$ cat src/rtl/debounce_multi.sv
// N-channel push-button debouncer: 2-FF synchroniser, stable-time filter, press/release pulses,
// long-press detection and auto-repeat. The release pulse port is release_pulse ("release" is reserved).
module debounce_multi #(
    parameter int N_CH          = 4,
    parameter int STABLE_CYCLES = 8,
    parameter int LONG_CYCLES   = 32,
    parameter int REPEAT_CYCLES = 16,
    parameter bit ACTIVE_LOW    = 1'b0
) (
    input  logic            clock,
    input  logic            reset_n,
    input  logic [N_CH-1:0] button,
    output logic [N_CH-1:0] signal,
    output logic [N_CH-1:0] press,
    output logic [N_CH-1:0] release_pulse,
    output logic [N_CH-1:0] long_press,
    output logic [N_CH-1:0] repeat_tick
);

    localparam int CNT_W  = $clog2(STABLE_CYCLES);
    localparam int HOLD_W = (LONG_CYCLES > 1) ? $clog2(LONG_CYCLES) : 1;
    localparam int REP_W  = (REPEAT_CYCLES > 1) ? $clog2(REPEAT_CYCLES) : 1;
    localparam bit REP_EN = (REPEAT_CYCLES > 0);

    localparam logic [CNT_W-1:0]  CNT_MAX  = CNT_W'(STABLE_CYCLES - 1);
    localparam logic [HOLD_W-1:0] HOLD_MAX = HOLD_W'(LONG_CYCLES - 1);
    localparam logic [REP_W-1:0]  REP_MAX  = REP_W'((REPEAT_CYCLES > 0) ? REPEAT_CYCLES - 1 : 0);

    typedef enum logic [1:0] {IDLE, HOLD, LONG} hold_state_t;

    function automatic logic [HOLD_W-1:0] hold_sat_inc(input logic [HOLD_W-1:0] v);
        return (v == HOLD_MAX) ? v : v + HOLD_W'(1);
    endfunction

    function automatic logic [REP_W-1:0] rep_wrap_inc(input logic [REP_W-1:0] v);
        return (v == REP_MAX) ? '0 : v + REP_W'(1);
    endfunction

    logic [N_CH-1:0] sync_p1, sync_p2;

    // Stage p1/p2: two-flop synchroniser after polarity correction
    always_ff @(posedge clock or negedge reset_n) begin
        if (!reset_n) begin
            sync_p1 <= '0;
            sync_p2 <= '0;
        end else begin
            sync_p1 <= button ^ {N_CH{ACTIVE_LOW}};
            sync_p2 <= sync_p1;
        end
    end

    for (genvar ch = 0; ch < N_CH; ch++) begin : g_ch
        logic [CNT_W-1:0]  cnt, cnt_nxt;
        logic [HOLD_W-1:0] hold_cnt, hold_cnt_nxt;
        logic [REP_W-1:0]  rep_cnt, rep_cnt_nxt;
        hold_state_t       state, state_nxt;
        logic sig_q, sig_nxt;
        logic press_q, press_nxt, rel_q, rel_nxt;
        logic long_q, long_nxt, tick_q, tick_nxt;

        always_comb begin
            cnt_nxt   = '0;
            sig_nxt   = sig_q;
            press_nxt = 1'b0;
            rel_nxt   = 1'b0;
            if (sync_p2[ch] != sig_q) begin
                if (cnt == CNT_MAX) begin
                    sig_nxt   = sync_p2[ch];
                    press_nxt = sync_p2[ch];
                    rel_nxt   = !sync_p2[ch];
                end else begin
                    cnt_nxt = cnt + CNT_W'(1);
                end
            end
        end

        // Hold FSM follows the next debounced level so a release beats a due long_press
        always_comb begin
            state_nxt    = state;
            hold_cnt_nxt = hold_cnt;
            rep_cnt_nxt  = rep_cnt;
            long_nxt     = 1'b0;
            tick_nxt     = 1'b0;
            if (!sig_nxt) begin
                state_nxt    = IDLE;
                hold_cnt_nxt = '0;
                rep_cnt_nxt  = '0;
            end else begin
                case (state)
                    IDLE: begin
                        state_nxt    = HOLD;
                        hold_cnt_nxt = '0;
                    end
                    HOLD: begin
                        if (hold_cnt == HOLD_MAX) begin
                            long_nxt    = 1'b1;
                            state_nxt   = LONG;
                            rep_cnt_nxt = '0;
                        end else begin
                            hold_cnt_nxt = hold_sat_inc(hold_cnt);
                        end
                    end
                    LONG: begin
                        if (REP_EN) begin
                            tick_nxt    = (rep_cnt == REP_MAX);
                            rep_cnt_nxt = rep_wrap_inc(rep_cnt);
                        end
                    end
                    default: state_nxt = IDLE;
                endcase
            end
        end

        // Stage p3: filter, hold FSM and registered pulses
        always_ff @(posedge clock or negedge reset_n) begin
            if (!reset_n) begin
                cnt      <= '0;
                sig_q    <= 1'b0;
                press_q  <= 1'b0;
                rel_q    <= 1'b0;
                state    <= IDLE;
                hold_cnt <= '0;
                rep_cnt  <= '0;
                long_q   <= 1'b0;
                tick_q   <= 1'b0;
            end else begin
                cnt      <= cnt_nxt;
                sig_q    <= sig_nxt;
                press_q  <= press_nxt;
                rel_q    <= rel_nxt;
                state    <= state_nxt;
                hold_cnt <= hold_cnt_nxt;
                rep_cnt  <= rep_cnt_nxt;
                long_q   <= long_nxt;
                tick_q   <= tick_nxt;
            end
        end

        assign signal[ch]        = sig_q;
        assign press[ch]         = press_q;
        assign release_pulse[ch] = rel_q;
        assign long_press[ch]    = long_q;
        assign repeat_tick[ch]   = tick_q;
    end

endmodule

$ cat config.mk
export PLATFORM = sky130hd
export DESIGN_NAME = debounce_multi
export DESIGN_NICKNAME = d
export VERILOG_FILES = /design/src/rtl/debounce_multi.sv
export SDC_FILE = /design/constraint.sdc
export NUM_CORES = 1
export LEC_CHECK = 0
export ABC_AREA = 0
export ABC_CLOCK_PERIOD_IN_PS = 4900
export CAP_MARGIN = 20
export CORE_UTILIZATION = 55
export DETAILED_ROUTE_END_ITERATION = 8
export PLACE_DENSITY = 0.75
export REMOVE_ABC_BUFFERS = 1
export SKIP_CTS_REPAIR_TIMING = 1
export SYNTH_ARGS = -nofsm -noshare
export SYNTH_HDL_FRONTEND = slang
export SYNTH_SLANG_ARGS = --single-unit
export TNS_END_PERCENT = 10
$ cat constraint.sdc
create_clock -name clock -period 4.9 [get_ports clock]
set_clock_uncertainty 0.15 [all_clocks]
set_input_delay 0.735 -clock clock [delete_from_list [all_inputs] [get_ports clock]]
set_output_delay 0.735 -clock clock [all_outputs]
set_load 0.03 [all_outputs]
# Yosys cells after proc, flatten, opt, wreduce, memory -nomap -nowiden
# Index checks and enable logic that the tools add are counted.
# W data, S select, Z words.
# op_classes
n_mux	92
n_eq_ne	44
n_addsub	12
n_reduce_logical	20
# ops
cell	n
$mux W4	12
$mux W1	44
$mux W5	8
$pmux W5 S2	4
$pmux W4 S2	4
$mux W3	8
$ne A3 B1 Y1 const B	8
$ne A3 B3 Y1 const B	8
$pmux W2 S3	4
$reduce_and A2 Y1	12
$add A5 B1 Y5 const B	4
$eq A5 B5 Y1 const B	4
$add A4 B1 Y4 const B	4
$eq A4 B4 Y1 const B	4
$mux W2	8
$add A3 B1 Y3 const B	4
$eq A3 B3 Y1 const B	4
$eq A2 B1 Y1 const B	4
$eq A2 B2 Y1 const B	4
$logic_not A2 Y1	4
$ne A2 B2 Y1 const B	4
$logic_not A1 Y1	4
$ne A1 B1 Y1	4
# totals
register_bits	84
in_bits	6

# Longest topological paths before layout
# Gate-level depths: netlist (run 1).
# logic_depth
depth_word	5
mapped_depth	7
mapped_depth_nobuf	7

# Worst setup path before layout (run 1)
# OpenSTA, ideal clock, no wires.
# synth_timing
kind	reg2reg
startpoint	reg g_ch[1].hold_cnt[0]
endpoint	reg g_ch[1].hold_cnt[3]
arrival_time_ns	1.846
t_required_ns	4.668
setup_ns	0.082
period_less_slack_ns	2.077
path_stages_with_launch	7
setup_slack_ns	2.823
path_buffers	0
path_cell_list	dfrtp_1 > ha_1 > and3_2 > ha_1 > nand4b_4 > or4b_1 > a31oi_1
# synth_via
elab_chain_cells	4
# synth_lines
item	line_no	source
start, declared	54	logic [HOLD_W-1:0] hold_cnt, hold_cnt_nxt;
start signal, assigned	132	hold_cnt <= hold_cnt_nxt;
$add A5 B1 Y5	32	return (v == HOLD_MAX) ? v : v + HOLD_W'(1);
$mux W5	95	if (hold_cnt == HOLD_MAX) begin
$pmux W5 S2	89	case (state)
$mux W5	84	if (!sig_nxt) begin
# Parallel ways exist; a longest one is shown, timed or not. The select of a mux whose other input is x is not followed.
# A chain may end at the register's enable or synchronous reset.

# Worst setup path in the final report (run 1)
# layout_timing
startpoint	reg g_ch[2].sig_q
endpoint	out signal[2]
# layout_lines
item	line_no	source
start, declared	57	logic sig_q, sig_nxt;
start signal, assigned	128	sig_q <= sig_nxt;
end, declared	13	output logic [N_CH-1:0] signal,
# No word-level cell between the ends.

==> results_dict.tcl, run 1 <==
set metrics [dict create \
    status "complete, no violations" \
    crit_slowest_cell "clkdlybuf4s50_1" \
    die_h_um 86.2 \
    gp_congestion 0.768 \
    cts_htree_levels 3 \
    hold_ws_ps 159 \
    critPathMaxStageDelay_ps 710 \
    critPathLaunchType "flop" \
    drc_errors 0 \
    start_util 0.571 \
    min_period_ps 2410 \
    rows 30 \
    ctsRootBufferMaster "clkbuf_8" \
    syn_area_mm2 0.00390 \
    setup_viol 0 \
    dpl.hpwl_um 3860 \
    antenna_found_initial 0 \
    vias 2516 \
    postSynthCellCount 348 \
    slew_violations 0 \
    endpoint_kind "primary output" \
    drtIter0Drc 140 \
    drive_gt1_frac 0.0742 \
    crit_family "buffers and inverters" \
    fillCellCount 559 \
    p_leak_nw 2.14 \
    r2r_start "g_ch[3].cnt[0]" \
    die_area_mm2 0.00743 \
    antenna_cells 0 \
    crit_chain "clkdlybuf4s50_1" \
    yosysWarnings 0 \
    hp-class "primary input to async pin" \
    area_delta_synth_final_pct 11.8 \
    ioPinCount 26 \
    setup_tns_ps 0 \
    synthArstFlopShare 1.00 \
    yosys_most_used_dff "dfrtp_1" \
    nNetsFinal 385 \
    clock_latency_ps 360 \
    fmax_mhz 416 \
    track_usage 0.185 \
    first_global_vias 2413 \
    maxCapViolCount 0 \
    power.density_mw_per_mm2 395 \
    setup.worst_path.class "flop to primary output" \
    rsz0062_at_grt "false" \
    finalHoldViolations 0 \
    irDropWorstVdd_mv 0.212 \
    arrival_ps 1520 \
    port_buffers 25 \
    tritoncts "built" \
    synth_edf_count 0 \
    crit_fanout 5 \
    worst_pin_slew_ps 970 \
    dr.pass1.iters 4 \
    finalCoreUtilization 0.638 \
    finalWirelength_um 6000 \
    cts_sinks 84 \
    ys_seq_area_frac 0.539 \
    grt_max_degree 85 \
    cts_buffers 9 \
    fp.coreArea_mm2 0.00683 \
    relSlewSlack 0.335 \
    critPathBufInv 1 \
    clk_pin_slew_ps 90 \
    clockBufferDepth 2 \
    die_x_um 86.2 \
    vias_per_cell 5.47 \
    layout_worst_path_cycle_share 0.491 \
    startpoint "g_ch[2].sig_q" \
    grt_first_pass_wirelength_um 10600 \
    wire_per_inst_um 13.0 \
    cp_data_required_time_ps 4010 \
    syn_area_per_cell_um2 11.2 \
    grt-ovfl-total 0 \
    ant_nets 0 \
    synthDistinctLibCells 40 \
    ys_ff_latch 84 \
]
## area by class of cell
class | instances | area [um^2] | area share
Tap cell | 96 | 120 | 0.0276
Sequential cell | 84 | 2100 | 0.482
Inverter | 7 | 26.3 | 0.00603
Timing Repair Buffer | 27 | 283 | 0.0649
Multi-Input combinational cell | 230 | 1580 | 0.363
Clock buffer | 9 | 124 | 0.0284
Clock inverter | 7 | 121 | 0.0278
## worst register-to-register path: cells and delay by family (launching register included)
| kind | cells | cell delay, ps |
|---|---|---|
| compound gates | 1 | 290 |
| fa+ha+maj | 2 | 430 |
| flops | 1 | 390 |
| mux | 1 | 760 |
| simple gates | 1 | 240 |
## routing by layer
metal | track usage | share of wire | routed length (um) | vias to the layer above
li1 | - | - | - | 1249
met1 | 0.236 | 0.48 | 2870 | 1226
met2 | 0.292 | 0.47 | 2840 | 31
met3 | 0.0610 | 0.032 | 192 | 10
met4 | 0.0773 | 0.017 | 99 | 0
met5 | 0 | 0 | 0 | -
## placed cells by master (no fill, tap or decap), types with 4 or more instances in the layout
cell,n
a211oi_1,4
a21o_1,6
a21oi_1,10
a22o_1,12
a22oi_1,11
a31oi_1,5
and2_1,8
and3b_1,6
and4_1,4
clkbuf_8,9
clkdlybuf4s50_1,24
dfrtp_1,84
ha_1,20
inv_1,7
mux2_2,4
mux2i_1,5
nand2_1,19
nand2b_1,8
nand3b_1,4
nand4_1,5
nor2_1,35
nor2b_1,10
nor3_1,10
nor3b_1,6
o21ai_0,13
xor2_1,4
## sequential cells by signal, indices dropped and copies added, names as in the netlist
register       count
g_ch.long_q        4
g_ch.press_q       4
g_ch.hold_cnt     20
g_ch.state         8
sync_p1            4
sync_p2            4
g_ch.cnt          12
g_ch.sig_q         4
g_ch.tick_q        4
g_ch.rel_q         4
g_ch.rep_cnt      16
## per-stage QoR
step	cell area (um^2)	setup WS (ps)	total power, W	cells
after floorplan	3710	2820	0.00103	321
after CTS	4330	2470	0.00175	459
after global routing	4360	2320	0.00182	460
final	4360	2490	0.00172	460
after global placement	4090	2570	0.00113	443
after detailed placement	4090	2530	0.00114	443
## logic make-up after synthesis
| kind of cell | synth area share |
|---|---|
| multiplexers | 0.0244 |
| flip-flops | 0.539 |
| buffers and inverters | 0.0549 |
| adder cells (fa/ha/maj) | 0.0642 |
| AO/OA/AOI/OAI | 0.122 |
| AND/OR/NAND/NOR | 0.186 |
| XOR/XNOR | 0.00899 |
## power by group
part           internal (W)  switching, W  total [W]  leakage (nW)
combinational      0.000118      0.000178   0.000296         0.872
sequential         0.000763     0.0000697   0.000833          1.14
clock              0.000343      0.000250   0.000592         0.125
total               0.00122      0.000498    0.00172          2.14
## path summary, 6_finish.rpt
kind | slack (ps) | depth (start not counted) | endpoint
max | 2490 | 1 | signal[2]
min | 160 | 1 | g_ch[2].rel_q
min reg2reg | 210 | 0 | sync_p2[1]
max reg2reg | 2540 | 5 | g_ch[3].rep_cnt[1]
max in group asynchronous | 3870 | 2 | g_ch[1].rep_cnt[2]
min in group clock | 210 | 0 | sync_p2[1]
## Yosys cell counts, types with 3 or more instances
cell type	n	area share
buf_2	6	0.0077
nor3_1	10	0.013
and2_1	8	0.013
ha_1	20	0.064
dfrtp_1	84	0.54
nand2b_1	8	0.013
o21ai_0	13	0.017
nand3b_1	4	0.0077
nor2_1	35	0.034
a21oi_1	10	0.013
nor3b_1	6	0.012
a22oi_1	11	0.021
and4_1	4	0.0090
nor2b_1	10	0.016
inv_1	7	0.0067
mux2_2	4	0.012
a21o_1	6	0.012
xor2_1	4	0.0090
a22o_1	12	0.027
nand4_1	5	0.0080
nand2_1	19	0.018
a211oi_1	4	0.0077
a31oi_1	5	0.0080
and3b_1	6	0.013
mux2i_1	5	0.013
buf_4	21	0.040
nand3_1	3	0.0039
and3_1	3	0.0048
Power figures use the tool's default switching activity.
==> run 2: changes to the inputs <==
--- a/config.mk
+++ b/config.mk
@@ -6,7 +6,7 @@
 export NUM_CORES = 1
 export LEC_CHECK = 0
 export ABC_AREA = 0
-export ABC_CLOCK_PERIOD_IN_PS = 4900
+export ABC_CLOCK_PERIOD_IN_PS = 2220
 export CAP_MARGIN = 20
 export CORE_UTILIZATION = 55
 export DETAILED_ROUTE_END_ITERATION = 8
==> constraint.sdc (replaced) <==
create_clock -name clock -period 2.22 [get_ports clock]
set_clock_uncertainty 0.15 [all_clocks]
set_input_delay 0.333 -clock clock [delete_from_list [all_inputs] [get_ports clock]]
set_output_delay 0.333 -clock clock [all_outputs]
set_load 0.03 [all_outputs]
==> results_dict.tcl, run 2 (synthesized netlist as in run 1, its figures left out) <==
set metrics [dict create \
    die_h_um 86.2 \
    hold_path_depth 0 \
    power.density_mw_per_mm2 833 \
    wire_per_inst_um 12.8 \
    cts_buffers 9 \
    regMostFlops "g_ch.hold_cnt" \
    area_delta_synth_final_pct 12.0 \
    status "complete, no violations" \
    finalWirelength_um 5970 \
    cp_data_required_time_ps 2340 \
    final_common_cell "dfrtp_1" \
    grt_first_pass_wirelength_um 10800 \
    regArea_mm2 0.00210 \
    irDropWorstVdd_mv 0.551 \
    relSlewSlack 0.699 \
    first_global_vias 2477 \
    track_usage 0.187 \
    rsz0062_at_grt "false" \
    dr.pass1.iters 4 \
    crit_family "simple AND/OR/NAND/NOR gates" \
    maxCapViolCount 0 \
    antenna_cells 0 \
    final_cell_mix "84 x dfrtp_1, 35 x nor2_1, 24 x clkdlybuf4s50_1" \
    rows 30 \
    grt_max_degree 43 \
    largest_registers "g_ch.hold_cnt: 20 flops, g_ch.rep_cnt: 16 flops, g_ch.cnt: 12 flops" \
    cp.depth 6 \
    ioPinCount 26 \
    dpl.hpwl_um 4060 \
    ant_nets 0 \
    dp_cells 450 \
    setup.worst_path.class "flop to flop" \
    slew_violations 0 \
    crit_fanout 8 \
    ctsRootBufferMaster "clkbuf_8" \
    gp_congestion 0.855 \
    critPathLaunchType "flop" \
    vias_per_cell 5.49 \
    arrival_ps 2170 \
    p_leak_nw 2.14 \
    min_period_ps 2050 \
    finalHoldViolations 0 \
    hp-class "flop to flop" \
    cts_htree_levels 3 \
    final_area_mm2 0.00436 \
    clk_pin_slew_ps 80 \
    fin_ws_ps 173 \
    tritoncts "built" \
    die_x_um 86.2 \
    cts_sinks 84 \
    setup_viol 0 \
    clockBufferDepth 2 \
    clock_latency_ps 350 \
    start_util 0.571 \
    grt-ovfl-total 0 \
    drtIter0Drc 117 \
    endpoint_kind "flop" \
    pre_cts_ws_ps 120 \
    drive_gt1_frac 0.0889 \
    largest_reg_flops 20 \
    place_area_mm2 0.00415 \
    crit_chain "ha_1 -> and3_2 -> ha_2 -> nand4b_4 -> or4b_1 -> a31oi_1" \
    stdcell_count 467 \
    fp.coreArea_mm2 0.00683 \
    nNetsFinal 392 \
    drc_errors 0 \
    port_buffers 25 \
    vias 2564 \
    fillCellCount 551 \
    setup_tns_ps 0 \
    fmax_mhz 489 \
    crit_slowest_cell "or4b_1" \
    antenna_found_initial 0 \
    critPathMaxStageDelay_ps 460 \
    worst_pin_slew_ps 439 \
    critPathBufInv 0 \
    die_area_mm2 0.00743 \
    r2r_cells 6 \
    multi_input_area_mm2 0.00158 \
    layout_worst_path_cycle_share 0.922 \
]
## run 2: layout make-up
type                    instances  share of cell area
inverters                       7             0.00602
well taps                      96              0.0275
repair buffers                 34              0.0757
clock inverters                 5              0.0138
multi-input cells             230               0.363
flip-flops and latches         84               0.482
clock buffers                  11              0.0324
## run 2: metrics by stage
step | utilization | power, W | hold WS (ps)
final | 0.639 | 0.00363 | 205
after global routing | 0.639 | 0.00386 | 224
after CTS | 0.637 | 0.00368 | -310
after detailed placement | 0.608 | 0.00257 | 78.5
after global placement | 0.608 | 0.00255 | 79.4
after floorplan | - | 0.00227 | -113
## run 2: path summary, 6_finish.rpt
kind | end | slack, ps | start
setup / recovery | g_ch[1].hold_cnt[3] | 170 | g_ch[1].hold_cnt[0]
max in group asynchronous | g_ch[0].cnt[0] | 1080 | reset_n
hold / removal | sync_p2[3] | 200 | sync_p1[3]
setup reg to reg | g_ch[1].hold_cnt[3] | 170 | g_ch[1].hold_cnt[0]
hold reg to reg | sync_p2[3] | 200 | sync_p1[3]
min in group asynchronous | g_ch[3].rep_cnt[1] | 250 | reset_n
## run 2: routing by layer
layer | global-route usage | vias to the layer above | routed length (um)
met5 | 0 | - | 0
met4 | 0.0924 | 0 | 112
met3 | 0.0467 | 10 | 205
met2 | 0.302 | 37 | 2860
met1 | 0.236 | 1253 | 2790
li1 | - | 1264 | -
## run 2: where the power goes
part	switching, W	total (W)	leakage (nW)	internal, W
logic	0.000410	0.000703	0.898	0.000293
registers	0.000154	0.00184	1.14	0.00169
clock network	0.000537	0.00109	0.0999	0.000555
total	0.00110	0.00363	2.14	0.00253
